File: src/rtl/dbus_arbiter_pkg.sv
// dbus_arbiter shared types: address regions, GPIO address, read source.
// Imported by the arbiter top and its round-robin sub-block.
package dbus_pkg;

  localparam int unsigned RAM_REGION  = 0;
  localparam int unsigned GPIO_REGION = 1;
  localparam logic [31:0] GPIO_ADDR   = 32'h0000_0400;

  typedef enum logic [1:0] {
    SRC_RAM  = 2'd0,
    SRC_GPIO = 2'd1,
    SRC_NONE = 2'd2
  } src_e;

endpackage

File: src/rtl/dbus_arbiter_if.sv
// dbus_if: one data-bus master port (req/addr/we/wdata in,
// gnt/rvalid/rdata/err back). master = requester, slave = arbiter.
interface dbus_if #(
  parameter int AW = 32,
  parameter int DW = 32
);

  logic          req;
  logic [AW-1:0] addr;
  logic [3:0]    we;
  logic [DW-1:0] wdata;
  logic          gnt;
  logic          rvalid;
  logic [DW-1:0] rdata;
  logic          err;

  modport master (
    output req, addr, we, wdata,
    input  gnt, rvalid, rdata, err
  );

  modport slave (
    input  req, addr, we, wdata,
    output gnt, rvalid, rdata, err
  );

endinterface

File: src/rtl/dbus_arbiter_rr_arb2.sv
// rr_arb2: 2-requester round-robin arbiter, one-hot grant.
// Ports: clk, rst, i_req[1:0] in; o_gnt[1:0] out (0 while rst).
module rr_arb2 (
  input  logic       clk,
  input  logic       rst,
  input  logic [1:0] i_req,
  output logic [1:0] o_gnt
);

  // index of the requester granted most recently; 1 lets m0 win first
  logic r_last;

  always_comb begin
    o_gnt = 2'b00;
    if (!rst) begin
      unique case (i_req)
        2'b01:   o_gnt = 2'b01;
        2'b10:   o_gnt = 2'b10;
        2'b11:   o_gnt = r_last ? 2'b01 : 2'b10;
        default: o_gnt = 2'b00;
      endcase
    end
  end

  always_ff @(posedge clk or posedge rst) begin
    if (rst)
      r_last <= 1'b1;
    else if (|o_gnt)
      r_last <= o_gnt[1];
  end

endmodule

File: src/rtl/dbus_arbiter.sv
// dbus_arbiter: 2-master data-bus arbiter + RAM/GPIO decoder.
// Ports: clk, rst; m0/m1 (dbus_if.slave); ram_en/wr/addr/wdata out,
// ram_rdata in; gpio_o out. DBUS_GPIO_EN enables the GPIO register.
module dbus_arbiter
  import dbus_pkg::*;
#(
  parameter int AW        = 32,
  parameter int DW        = 32,
  parameter int RAM_WORDS = 256
) (
  input  logic          clk,
  input  logic          rst,
  dbus_if.slave         m0,
  dbus_if.slave         m1,
  output logic          ram_en,
  output logic [3:0]    ram_wr,
  output logic [AW-1:0] ram_addr,
  output logic [DW-1:0] ram_wdata,
  input  logic [DW-1:0] ram_rdata,
  output logic [7:0]    gpio_o
);

  logic [1:0]     w_gnt;
  logic           w_any;
  logic           w_sel;
  logic [AW-1:0]  w_addr;
  logic [3:0]     w_we;
  logic [DW-1:0]  w_wdata;
  logic [AW-11:0] w_region;
  logic           w_rd;
  src_e           w_src;
  logic           w_werr;
  logic [DW-1:0]  w_gpio_rd;
  logic [DW-1:0]  w_rdata;
  logic           w_rv0;
  logic           w_rv1;
  logic           w_rerr;

  logic           r_rv;
  logic           r_own;
  src_e           r_src;

  rr_arb2 u_arb (
    .clk   (clk),
    .rst   (rst),
    .i_req ({m1.req, m0.req}),
    .o_gnt (w_gnt)
  );

  assign m0.gnt = w_gnt[0];
  assign m1.gnt = w_gnt[1];

  assign w_any   = |w_gnt;
  assign w_sel   = w_gnt[1];
  assign w_addr  = w_sel ? m1.addr  : m0.addr;
  assign w_we    = w_sel ? m1.we    : m0.we;
  assign w_wdata = w_sel ? m1.wdata : m0.wdata;

  assign w_region = w_addr[AW-1:10];
  assign w_rd     = (w_we == 4'b0000);

  // words beyond RAM_WORDS inside the RAM region are left unmapped
  always_comb begin
    w_src = SRC_NONE;
    if (w_region == (AW-10)'(RAM_REGION) &&
        32'(w_addr[9:2]) < 32'(RAM_WORDS))
      w_src = SRC_RAM;
`ifdef DBUS_GPIO_EN
    else if (w_region == (AW-10)'(GPIO_REGION))
      w_src = SRC_GPIO;
`endif
  end

  assign ram_en    = w_any && (w_src == SRC_RAM);
  assign ram_wr    = ram_en ? w_we : 4'b0000;
  assign ram_addr  = w_addr;
  assign ram_wdata = w_wdata;

`ifdef DBUS_GPIO_EN
  logic [7:0] r_gpio;

  always_ff @(posedge clk or posedge rst) begin
    if (rst)
      r_gpio <= 8'h00;
    else if (w_any && w_src == SRC_GPIO && w_we[0])
      r_gpio <= w_wdata[7:0];
  end

  assign gpio_o    = r_gpio;
  assign w_gpio_rd = {{(DW-8){1'b0}}, r_gpio};
`else
  assign gpio_o    = 8'h00;
  assign w_gpio_rd = '0;
`endif

  // one-deep read response pipe: owner, source, valid
  always_ff @(posedge clk or posedge rst) begin
    if (rst) begin
      r_rv  <= 1'b0;
      r_own <= 1'b0;
      r_src <= SRC_NONE;
    end else begin
      r_rv  <= w_any && w_rd;
      r_own <= w_sel;
      r_src <= w_src;
    end
  end

  always_comb begin
    w_rdata = '0;
    unique case (1'b1)
      r_src == SRC_RAM:  w_rdata = ram_rdata;
      r_src == SRC_GPIO: w_rdata = w_gpio_rd;
      default:           w_rdata = '0;
    endcase
  end

  assign w_rv0  = r_rv && !r_own;
  assign w_rv1  = r_rv &&  r_own;
  assign w_werr = !w_rd && (w_src == SRC_NONE);
  assign w_rerr = (r_src == SRC_NONE);

  assign m0.rvalid = w_rv0;
  assign m1.rvalid = w_rv1;
  assign m0.rdata  = w_rv0 ? w_rdata : '0;
  assign m1.rdata  = w_rv1 ? w_rdata : '0;

  // write errors on the grant, read errors with the response
  assign m0.err = (w_gnt[0] && w_werr) || (w_rv0 && w_rerr);
  assign m1.err = (w_gnt[1] && w_werr) || (w_rv1 && w_rerr);

endmodule

File: src/flat_wrapper.sv
// flat-port wrapper written by rule: the top's interface ports become plain ports
module dbus_arbiter_flat import dbus_pkg::*;
#(
  parameter int AW        = 32,
  parameter int DW        = 32,
  parameter int RAM_WORDS = 256
)
  (clk, rst, ram_en, ram_wr, ram_addr, ram_wdata, ram_rdata, gpio_o, m0_req, m0_addr, m0_we, m0_wdata, m0_gnt, m0_rvalid, m0_rdata, m0_err, m1_req, m1_addr, m1_we, m1_wdata, m1_gnt, m1_rvalid, m1_rdata, m1_err);
  dbus_if #(.AW(AW), .DW(DW)) m0_i ();
  dbus_if #(.AW(AW), .DW(DW)) m1_i ();
  input  logic clk;
  input  logic rst;
  output logic ram_en;
  output logic [3:0] ram_wr;
  output logic [AW-1:0] ram_addr;
  output logic [DW-1:0] ram_wdata;
  input  logic [DW-1:0] ram_rdata;
  output logic [7:0] gpio_o;
  input wire logic [$bits(m0_i.req)-1:0] m0_req;
  input wire logic [$bits(m0_i.addr)-1:0] m0_addr;
  input wire logic [$bits(m0_i.we)-1:0] m0_we;
  input wire logic [$bits(m0_i.wdata)-1:0] m0_wdata;
  output wire logic [$bits(m0_i.gnt)-1:0] m0_gnt;
  output wire logic [$bits(m0_i.rvalid)-1:0] m0_rvalid;
  output wire logic [$bits(m0_i.rdata)-1:0] m0_rdata;
  output wire logic [$bits(m0_i.err)-1:0] m0_err;
  input wire logic [$bits(m1_i.req)-1:0] m1_req;
  input wire logic [$bits(m1_i.addr)-1:0] m1_addr;
  input wire logic [$bits(m1_i.we)-1:0] m1_we;
  input wire logic [$bits(m1_i.wdata)-1:0] m1_wdata;
  output wire logic [$bits(m1_i.gnt)-1:0] m1_gnt;
  output wire logic [$bits(m1_i.rvalid)-1:0] m1_rvalid;
  output wire logic [$bits(m1_i.rdata)-1:0] m1_rdata;
  output wire logic [$bits(m1_i.err)-1:0] m1_err;
  assign m0_i.req = m0_req;
  assign m0_i.addr = m0_addr;
  assign m0_i.we = m0_we;
  assign m0_i.wdata = m0_wdata;
  assign m0_gnt = m0_i.gnt;
  assign m0_rvalid = m0_i.rvalid;
  assign m0_rdata = m0_i.rdata;
  assign m0_err = m0_i.err;
  assign m1_i.req = m1_req;
  assign m1_i.addr = m1_addr;
  assign m1_i.we = m1_we;
  assign m1_i.wdata = m1_wdata;
  assign m1_gnt = m1_i.gnt;
  assign m1_rvalid = m1_i.rvalid;
  assign m1_rdata = m1_i.rdata;
  assign m1_err = m1_i.err;
  dbus_arbiter #(.AW(AW), .DW(DW), .RAM_WORDS(RAM_WORDS)) u_core (.clk(clk), .rst(rst), .m0(m0_i), .m1(m1_i), .ram_en(ram_en), .ram_wr(ram_wr), .ram_addr(ram_addr), .ram_wdata(ram_wdata), .ram_rdata(ram_rdata), .gpio_o(gpio_o));
endmodule
File: config.mk
export PLATFORM = sky130hd
export DESIGN_NAME = dbus_arbiter_flat
export DESIGN_NICKNAME = d
export VERILOG_FILES = /design/src/rtl/dbus_arbiter_pkg.sv /design/src/rtl/dbus_arbiter_if.sv /design/src/rtl/dbus_arbiter_rr_arb2.sv /design/src/rtl/dbus_arbiter.sv /design/src/flat_wrapper.sv
export SDC_FILE = /design/constraint.sdc
export NUM_CORES = 1
export LEC_CHECK = 0
export BUFFER_PORTS_ARGS = -buffer_cell sky130_fd_sc_hd__buf_2
export CORE_AREA = 4 4 123 125
export CTS_BUF_LIST = sky130_fd_sc_hd__clkbuf_8
export CTS_CLUSTER_SIZE = 14
export DETAILED_ROUTE_END_ITERATION = 10
export DIE_AREA = 0 0 127 129
export GPL_ROUTABILITY_DRIVEN = 0
export GPL_TIMING_DRIVEN = 0
export SYNTH_ARGS = -nofsm -noshare
export SYNTH_HDL_FRONTEND = slang
export SYNTH_HIERARCHICAL = 1
export SYNTH_SLANG_ARGS = --single-unit
File: constraint.sdc
create_clock -name clk -period 4.25 [get_ports clk]
set_input_delay 0.85 -clock clk [delete_from_list [all_inputs] [get_ports clk]]
set_output_delay 0.85 -clock clk [all_outputs]
set_load 0.01 [all_outputs]
==> results of run 1 <==
[worst reg2reg max path: stages (launching register included)]
cell	delay, ps
dfstp_2	370
a21oi_1	270
buf_6	190
clkbuf_1	380
buf_1	470
a22o_1	270
[power by group through the flow]
stage          Sequential (mW)  Combinational [mW]  Clock, mW
3_5_place_dp            0.0434               0.284          0
6_report                0.0431               0.281     0.0804
3_3_place_gp            0.0432               0.283          0
4_1_cts                 0.0430               0.286     0.0835
2_1_floorplan           0.0429               0.129          0
5_1_grt                 0.0433               0.307     0.0875
[final cells by class]
class,instances,area [sq um],area share [%]
Inverter,5,18.77,0.5237
Sequential cell,4,102.6,2.863
Buffer,28,156.4,4.365
Clock buffer,3,41.29,1.152
Multi-Input combinational cell,215,1488,41.52
Timing Repair Buffer,310,1551,43.30
Tap cell,180,225.2,6.285
[cell families (layout without fill, tap and decap cells)]
| family | after synthesis | count (layout) | share of synthesized area [%] |
|---|---|---|---|
| compound gates | 12 | 12 | 5.324 |
| buf+inv | 33 | 346 | 10.07 |
| flops | 4 | 4 | 5.899 |
| mux | 65 | 65 | 42.01 |
| other cells | 1 | 8 | 0.2156 |
| simple gates | 130 | 130 | 36.47 |
[cell usage after synthesis (all sizes together)]
cell	n
a21boi	1
a21oi	2
a221o	1
a22o	2
a22oi	5
a32o	1
buf	16
clkbuf	12
conb	1
dfrtp	2
dfstp	2
inv	5
mux2	64
mux2i	1
nand2	2
nand2b	33
nand3	1
nand4	2
nor2	75
nor2b	3
nor3	4
nor4	7
nor4b	1
or2b	1
or4	1
[registers in the layout, indices dropped and copies added, names as in the netlist]
signal	cells
u_core/r_rv	1
u_core/r_src	1
u_core/r_own	1
u_core/u_arb/r_last	1
[layer usage]
metal  share of wire, %  global-route usage [%]
met4                1.6                   3.533
met5                  0                       0
met2                 53                   22.85
met1                 35                   13.31
met3                 10                   2.366
[final timing paths]
check | slack, ps | from | cells past startpoint | to
setup reg to reg | 2220 | u_core/u_arb/r_last | 5 | u_core/r_rv
hold / removal | 500 | u_core/u_arb/r_last | 1 | u_core/u_arb/r_last
hold reg to reg | 500 | u_core/u_arb/r_last | 1 | u_core/u_arb/r_last
min in group asynchronous | 530 | rst | 2 | u_core/r_own
setup / recovery | 340 | rst | 8 | ram_addr[11]
max in group asynchronous | 3510 | rst | 2 | u_core/r_src[1]
[per-stage QoR]
step | hold WS (ps) | cells
3_5_place_dp | 491.9 | 742
3_3_place_gp | 482.5 | 742
4_1_cts | 496.5 | 745
5_1_grt | 505.0 | 745
6_report | 498.2 | 745
2_1_floorplan | 473.1 | 252
==> summary.txt, run 1 <==
Placement
  – Dpl cell area: 3542 sq um
  – IO Port Bufs: 310
  – Final HPWL from detailed placement: 9932 microns
  – Post-Place Setup Slack: 246.0 ps

Floorplanning
  – Initial Util: 12.53%
  – Total Die Area: 16380 sq um
  – Vert. Die Dim: 129 microns
  – IO Count: 319
  – Die Span X: 127 microns
  – # rows: 43
  – Core area: 13880 sq um

CTS
  – Clk sinks: 4
  – CTS Root Cell: clkbuf_8
  – Post-CTS Setup Inserts: 0
  – TritonCTS clock tree: yes
  – Clock slew at reported path FFs: 30 ps
  – H-tree levels: 1
  – # hold bufs at CTS: 0
  – TritonCTS buffer count: 3
  – Post-cts sizing count: 0
  – CTS Buffer Depth: 2
  – Clock Latency Late Sink: 220 ps

Timing
  – Pins Over Slew Limit: 0
  – RSZ-0062 raised after global routing: no
  – Final setup fails: 0
  – Final TNS setup: 0 ps
  – Layout Skew: 2.821 ps
  – Relative slew slack: 52.41%
  – Fmax: 0.2555 GHz
  – Slew @ Worst Pin: 707.6 ps
  – Final Hold Vio Count: 0
  – Final period utilization: 92.10%
  – Final WS setup: 335.6 ps
  – Min cycle time layout: 3914 ps

Synth
  – Area contributors post-synth: mux2_2 41%, nor2_1 16%, nand2b_1 12%
  – Yosys top cell by area: mux2_2
  – Cell count after synthesis: 245
  – Top cell type's share of synthesized area: 41.44%
  – Avg Inst Size Synth: 7.099 sq um
  – Yosys cell types: 30
  – #FFs+latches synth: 4
  – Sequential share of the synthesized area: 5.899%
  – Mapped Area: 1739 sq um
  – Yosys warns: 6

Worst setup path
  – Slowest cell on crit path: buf_1
  – CP Class: in -> out
  – Buffers & Inverters on Critical Path: 5
  – Critical Path Sink Type: output pin
  – Required time worst endpoint: 3400 ps
  – Most used cell, CP: buf_2
  – Max stage delay on crit path: 470 ps
  – Worst Path Max Fanout: 10
  – Worst Setup Start Kind: input port
  – Crit-path leading delay family: buffers and inverters
  – CP Cell Sequence: buf_2 -> or2b_1 -> a21oi_1 -> buf_6 -> clkbuf_1 -> buf_1 -> mux2_2 -> buf_2
  – Arrival @ worst endpoint: 3060 ps

Power
  – Power Density: 113.0 nW/um^2
  – Sequential power share: 10.6%
  – Pleak: 1.929 nW
  – Final Power: 0.4048 mW
  – Net Switching: 0.1504 mW
  – Comb power frac: 69.5%
  – Clock group share of total power: 19.9%
  – Net Sw Frac: 37.16%
  – VDD IR-drop max: 0.05976 mV
  – Int Power: 0.2544 mW

Layout
  – Most common cell after layout, fill and taps aside: buf_2
  – Fillcell total: 1571
  – Final core utilization: 25.82%
  – Commonest cells after routing, fill and taps aside: 315 x buf_2, 75 x nor2_1, 64 x mux2_2
  – Layout cells sized above 1: 70.27%
  – Final instance area: 3583 sq um
  – Synthesis-to-finish area growth: 106.0%
  – Layout net count: 739
  – N_diodes: 0

Global routing
  – Initial antenna violation count: 0
  – Grt ovf: 0
  – Global-route wire length before repair: 15530 microns
  – Vias in the first global route: 2915
  – Largest net degree at the start of global routing: 11
  – Gr usage total: 11.95%

Route
  – Detailed Routing Iterations Pass 1: 3
  – DR vias/cell: 4.020
  – Drt wl/cell: 14.88 microns
  – Drt drc: 0
  – Iter 0 DRT Violations: 46
  – Final WL: 11080 microns
  – Detailed-route via count: 2995
  – Post-DRT Antenna Nets: 0

Status
  – Run status: completed

Min path
  – Worst hold-check path type: reg -> reg

Flow run
  – Max_cap viols: 0
Note: power is estimated with default switching activity, not from simulation.
==> run 2: changes to the inputs <==
- CORE_AREA: 4 4 123 125 -> 2 2 124 126
- DIE_AREA: 0 0 127 129 -> 0 0 126 128
==> run 2 against run 1 <==
Against the previous run: total power fell by 1.4%; worst hold slack improved by 1.6 ps; sequential share of layout area barely moved; combinational power barely moved; final area rose by 0.38%; global-route usage fell by 0.97 points; clock skew fell by 2.1 ps; clock power fell by 2.6%; sequential power barely moved; die area fell by 1.6%; critical path type unchanged; critical endpoint is now ram_addr[10]; largest cell class unchanged; highest routed layer is now met5.
==> summary.txt, run 2 (synthesis results as in run 1) <==
Power
  – Net Sw Frac: 36.29%
  – Int Power: 0.2542 mW
  – VDD IR-drop max: 0.05671 mV
  – Sequential power share: 10.8%
  – Pleak: 1.932 nW
  – Clock group share of total power: 19.6%
  – Power Density: 110.9 nW/um^2
  – Net Switching: 0.1448 mW
  – Final Power: 0.3990 mW
  – Comb power frac: 69.6%

Floorplanning
  – Total Die Area: 16130 sq um
  – Vert. Die Dim: 128 microns
  – Die Span X: 126 microns
  – # rows: 45
  – Initial Util: 11.70%
  – IO Count: 319
  – Core area: 14860 sq um

Worst setup path
  – Required time worst endpoint: 3400 ps
  – Worst Setup Start Kind: input port
  – Worst Path Max Fanout: 10
  – Critical Path Sink Type: output pin
  – Arrival @ worst endpoint: 3010 ps
  – CP Class: in -> out

Route
  – Iter 0 DRT Violations: 46
  – Final WL: 10200 microns
  – Detailed Routing Iterations Pass 1: 4
  – Post-DRT Antenna Nets: 0
  – Drt wl/cell: 13.53 microns
  – DR vias/cell: 3.895
  – Drt drc: 0
  – Detailed-route via count: 2937

Placement
  – Post-Place Setup Slack: 40.24 ps
  – Final HPWL from detailed placement: 9133 microns
  – IO Port Bufs: 310

Global routing
  – Initial antenna violation count: 4
  – Global-route wire length before repair: 14090 microns
  – Largest net degree at the start of global routing: 11
  – Vias in the first global route: 2728
  – Grt ovf: 0
  – Gr usage total: 10.98%

Timing
  – Slew @ Worst Pin: 705.5 ps
  – Final setup fails: 0
  – Final WS setup: 392.4 ps
  – Final period utilization: 90.77%
  – Relative slew slack: 52.55%
  – Final TNS setup: 0 ps
  – Final Hold Vio Count: 0
  – Min cycle time layout: 3858 ps
  – Fmax: 0.2592 GHz
  – RSZ-0062 raised after global routing: no
  – Pins Over Slew Limit: 0
  – Layout Skew: 0.6774 ps

Min path
  – Worst hold-check path type: reg -> reg

CTS
  – CTS Root Cell: clkbuf_8
  – TritonCTS buffer count: 3
  – H-tree levels: 1
  – Clk sinks: 4
  – CTS Buffer Depth: 2
  – Clock slew at reported path FFs: 30 ps
  – # hold bufs at CTS: 0
  – Post-CTS Setup Inserts: 0
  – Post-cts sizing count: 0
  – Clock Latency Late Sink: 210 ps
  – TritonCTS clock tree: yes

Layout
  – Most common cell after layout, fill and taps aside: buf_2
  – Synthesis-to-finish area growth: 106.8%
  – Layout net count: 739
  – Layout cells sized above 1: 70.44%
  – Commonest cells after routing, fill and taps aside: 315 x buf_2, 75 x nor2_1, 64 x mux2_2

Flow run
  – Max_cap viols: 0

Status
  – Run status: completed
[run 2: cell types whose count changed in the layout (fill, tap and decap cells not counted)]
cell / change
buf_1: -1
clkbuf_2: +1
diode_2: +1
[run 2: power by group through the flow]
stage	clock, mW	combinational, mW	sequential (mW)
floorplan	0	0.129	0.0429
global placement	0	0.278	0.0432
detailed placement	0	0.280	0.0433
CTS	0.0817	0.282	0.0430
global route	0.0827	0.301	0.0434
finish	0.0783	0.278	0.0430
[run 2: worst paths after layout]
path                       slack, ps                 from                   to  cells after the start
hold / removal                   500  u_core/u_arb/r_last  u_core/u_arb/r_last                      1
hold reg to reg                  500  u_core/u_arb/r_last  u_core/u_arb/r_last                      1
setup / recovery                 390                  rst         ram_addr[10]                      8
max in group asynchronous       3510                  rst      u_core/r_src[1]                      2
setup reg to reg                2300  u_core/u_arb/r_last          u_core/r_rv                      5
min in group asynchronous        530                  rst         u_core/r_own                      2
[run 2: per-stage QoR]
step	instance area (sq um)	hold slack, ps	instances	utilization (%)
after global placement	3552	483.9	750	23.90
after detailed placement	3552	495.5	750	23.90
after floorplan	1765	473.1	252	-
after CTS	3593	501.8	753	24.18
after global routing	3595	516.6	753	24.18
final	3597	499.8	754	24.20
[run 2: critical path, stage by stage]
cell      delay, ps
buf_2           120
or2b_1          240
a21oi_1         270
buf_6           190
clkbuf_1        400
clkbuf_2        400
mux2_2          390
buf_2           140
[run 2: cell type report]
type | count | area (sq um)
well taps | 188 | 235.2
diodes | 1 | 2.502
clock buffers | 3 | 41.29
multi-input cells | 215 | 1488
repair buffers | 310 | 1551
inverters | 5 | 18.77
fillers | 1680 | 11270
flip-flops and latches | 4 | 102.6
plain buffers | 28 | 157.7
[run 2: routing by layer]
layer	up-vias	global-route usage, %	wire [microns]
met4	6	1.164	33
li1	1468	-	-
met3	8	2.421	1014
met5	-	0	39
met1	1269	11.34	3575
met2	186	22.93	5535
==> run 3: changes to the inputs <==
- ABC_AREA: unset -> 1
==> run 3 against run 2 <==
Against the previous run: synthesized area rose by 3.7%; wire length increased by 6.9%; critical endpoint is now m1_err; clock power grew 2%; sequential share of layout area decreased by 0.052 points; core utilization is 0.45 points higher; sequential power is essentially flat; cell count grew 19%; final area up 1.8%; register-to-register slack lost 130 ps; clock skew is 1.1 ps higher; global-route usage up 1.2 points; first-iteration DRC count grew to 3.1 times the previous value.
==> summary.txt, run 3 <==
Timing
  – Fmax: 0.2786 GHz
  – Min cycle time layout: 3590 ps
  – Pins Over Slew Limit: 0
  – Final setup fails: 0
  – RSZ-0062 raised after global routing: no
  – Final WS setup: 660.3 ps
  – Layout Skew: 1.783 ps
  – Final TNS setup: 0 ps
  – Final period utilization: 84.46%
  – Final Hold Vio Count: 0

Layout
  – Most common cell after layout, fill and taps aside: buf_2
  – Synthesis-to-finish area growth: 103.1%
  – Layout net count: 879
  – Layout cells sized above 1: 49.79%
  – Commonest cells after routing, fill and taps aside: 312 x buf_2, 198 x nand2_1, 64 x nor3_1

CTS
  – TritonCTS buffer count: 3
  – CTS Root Cell: clkbuf_8
  – Post-CTS Setup Inserts: 0
  – CTS Buffer Depth: 2
  – # hold bufs at CTS: 0
  – Post-cts sizing count: 0
  – H-tree levels: 1
  – Clock slew at reported path FFs: 30 ps
  – Clock Latency Late Sink: 220 ps
  – TritonCTS clock tree: yes
  – Clk sinks: 4

Floorplanning
  – Total Die Area: 16130 sq um
  – Vert. Die Dim: 128 microns
  – Initial Util: 12.14%
  – Core area: 14860 sq um
  – Die Span X: 126 microns
  – # rows: 45
  – IO Count: 319

Placement
  – Final HPWL from detailed placement: 9738 microns
  – IO Port Bufs: 310
  – Post-Place Setup Slack: 516.7 ps

Synth
  – Mapped Area: 1804 sq um
  – Yosys top cell by area: nand2_1
  – Yosys cell types: 24
  – Top FF cell, synth: dfstp_2
  – Most frequent cell after synthesis: nand2_1
  – Cell count after synthesis: 385
  – Synth async-reset ratio: 100.0%
  – Yosys warns: 6
  – Avg Inst Size Synth: 4.686 sq um
  – Sequential share of the synthesized area: 5.687%
  – Commonest cells in the netlist: 198 x nand2_1, 64 x nor3_1, 40 x inv_1
  – Top cell type's share of synthesized area: 41.19%
  – Post-synth EDFFs: 0
  – Area contributors post-synth: nand2_1 41%, nor3_1 18%, inv_1 8.3%
  – #FFs+latches synth: 4

Power
  – Pleak: 2.444 nW
  – VDD IR-drop max: 0.05810 mV
  – Final Power: 0.4408 mW
  – Power Density: 120.3 nW/um^2

Route
  – Detailed Routing Iterations Pass 1: 4
  – DR vias/cell: 3.882
  – Iter 0 DRT Violations: 141
  – Final WL: 10900 microns
  – Drt wl/cell: 12.18 microns
  – Drt drc: 0
  – Detailed-route via count: 3474
  – Post-DRT Antenna Nets: 0

Min path
  – Worst hold-check path type: reg -> reg

Worst setup path
  – CP Class: in -> out
  – Arrival @ worst endpoint: 2740 ps
  – Worst Path Max Fanout: 10
  – Worst Setup Start Kind: input port
  – Required time worst endpoint: 3400 ps
  – Critical Path Sink Type: output pin

Flow run
  – Max_cap viols: 0

Global routing
  – Vias in the first global route: 3073
  – Gr usage total: 12.16%
  – Global-route wire length before repair: 15640 microns
  – Initial antenna violation count: 2
  – Largest net degree at the start of global routing: 11
  – Grt ovf: 0

Status
  – Run status: completed
## run 3: layout make-up
type | instances | area (sq um)
Antenna cell | 2 | 5.005
Buffer | 36 | 205.2
Clock buffer | 3 | 41.29
Fill cell | 1748 | 11200
Inverter | 42 | 160.2
Multi-Input combinational cell | 310 | 1363
Sequential cell | 4 | 102.6
Tap cell | 188 | 235.2
Timing Repair Buffer | 310 | 1551
## run 3: logic make-up (layout without fill, tap and decap cells)
| family | Yosys count | after routing | share of synthesized area (%) |
|---|---|---|---|
| flops | 4 | 4 | 5.687 |
| simple gates | 296 | 296 | 70.87 |
| mux | 4 | 4 | 2.219 |
| other cells | 1 | 10 | 0.2078 |
| compound gates | 2 | 2 | 0.7627 |
| buf+inv | 78 | 391 | 20.25 |
## run 3: path summary, 6_finish.rpt
check | startpoint | end | slack, ps | cells past startpoint
worst max-delay path | rst | m1_err | 660 | 12
worst min-delay path | u_core/u_arb/r_last | u_core/u_arb/r_last | 470 | 2
worst max register to register | u_core/u_arb/r_last | u_core/r_rv | 2170 | 9
worst min register to register | u_core/u_arb/r_last | u_core/u_arb/r_last | 470 | 2
max in group asynchronous | rst | u_core/r_src[1] | 3530 | 2
min in group asynchronous | rst | u_core/r_own | 510 | 2
## run 3: metal layers
metal	wire [microns]	global-route usage [%]	vias to the layer above
met4	155	2.715	0
met3	875	1.920	12
li1	-	-	1799
met1	4198	13.96	1469
met5	0	0	-
met2	5670	23.53	194
## run 3: worst max-delay path: stages
cell and delay [ps]:
buf_2 110, inv_2 70, nand3_1 90, inv_1 120, buf_6 150, buf_6 150, buf_6 180, mux2i_1 350
nand4_1 260, nand3_1 200, nand2_1 60, buf_2 140
## run 3: report_power, final
| group | leakage (nW) | internal (mW) | total (mW) | switching (mW) |
|---|---|---|---|---|
| registers | 0.0481 | 0.0417 | 0.0433 | 0.00158 |
| logic | 2.37 | 0.141 | 0.317 | 0.177 |
| clock network | 0.0216 | 0.0604 | 0.0801 | 0.0197 |
## run 3: per-stage QoR
| step | area, sq um | hold WS, ps | std cells | util (%) |
|---|---|---|---|---|
| final | 3664 | 474.2 | 895 | 24.65 |
| after global routing | 3661 | 500.8 | 894 | 24.63 |
| after CTS | 3659 | 474.8 | 893 | 24.61 |
| after detailed placement | 3617 | 472.3 | 890 | 24.34 |
| after global placement | 3617 | 464.9 | 890 | 24.34 |
| after floorplan | 1831 | 453.7 | 392 | - |
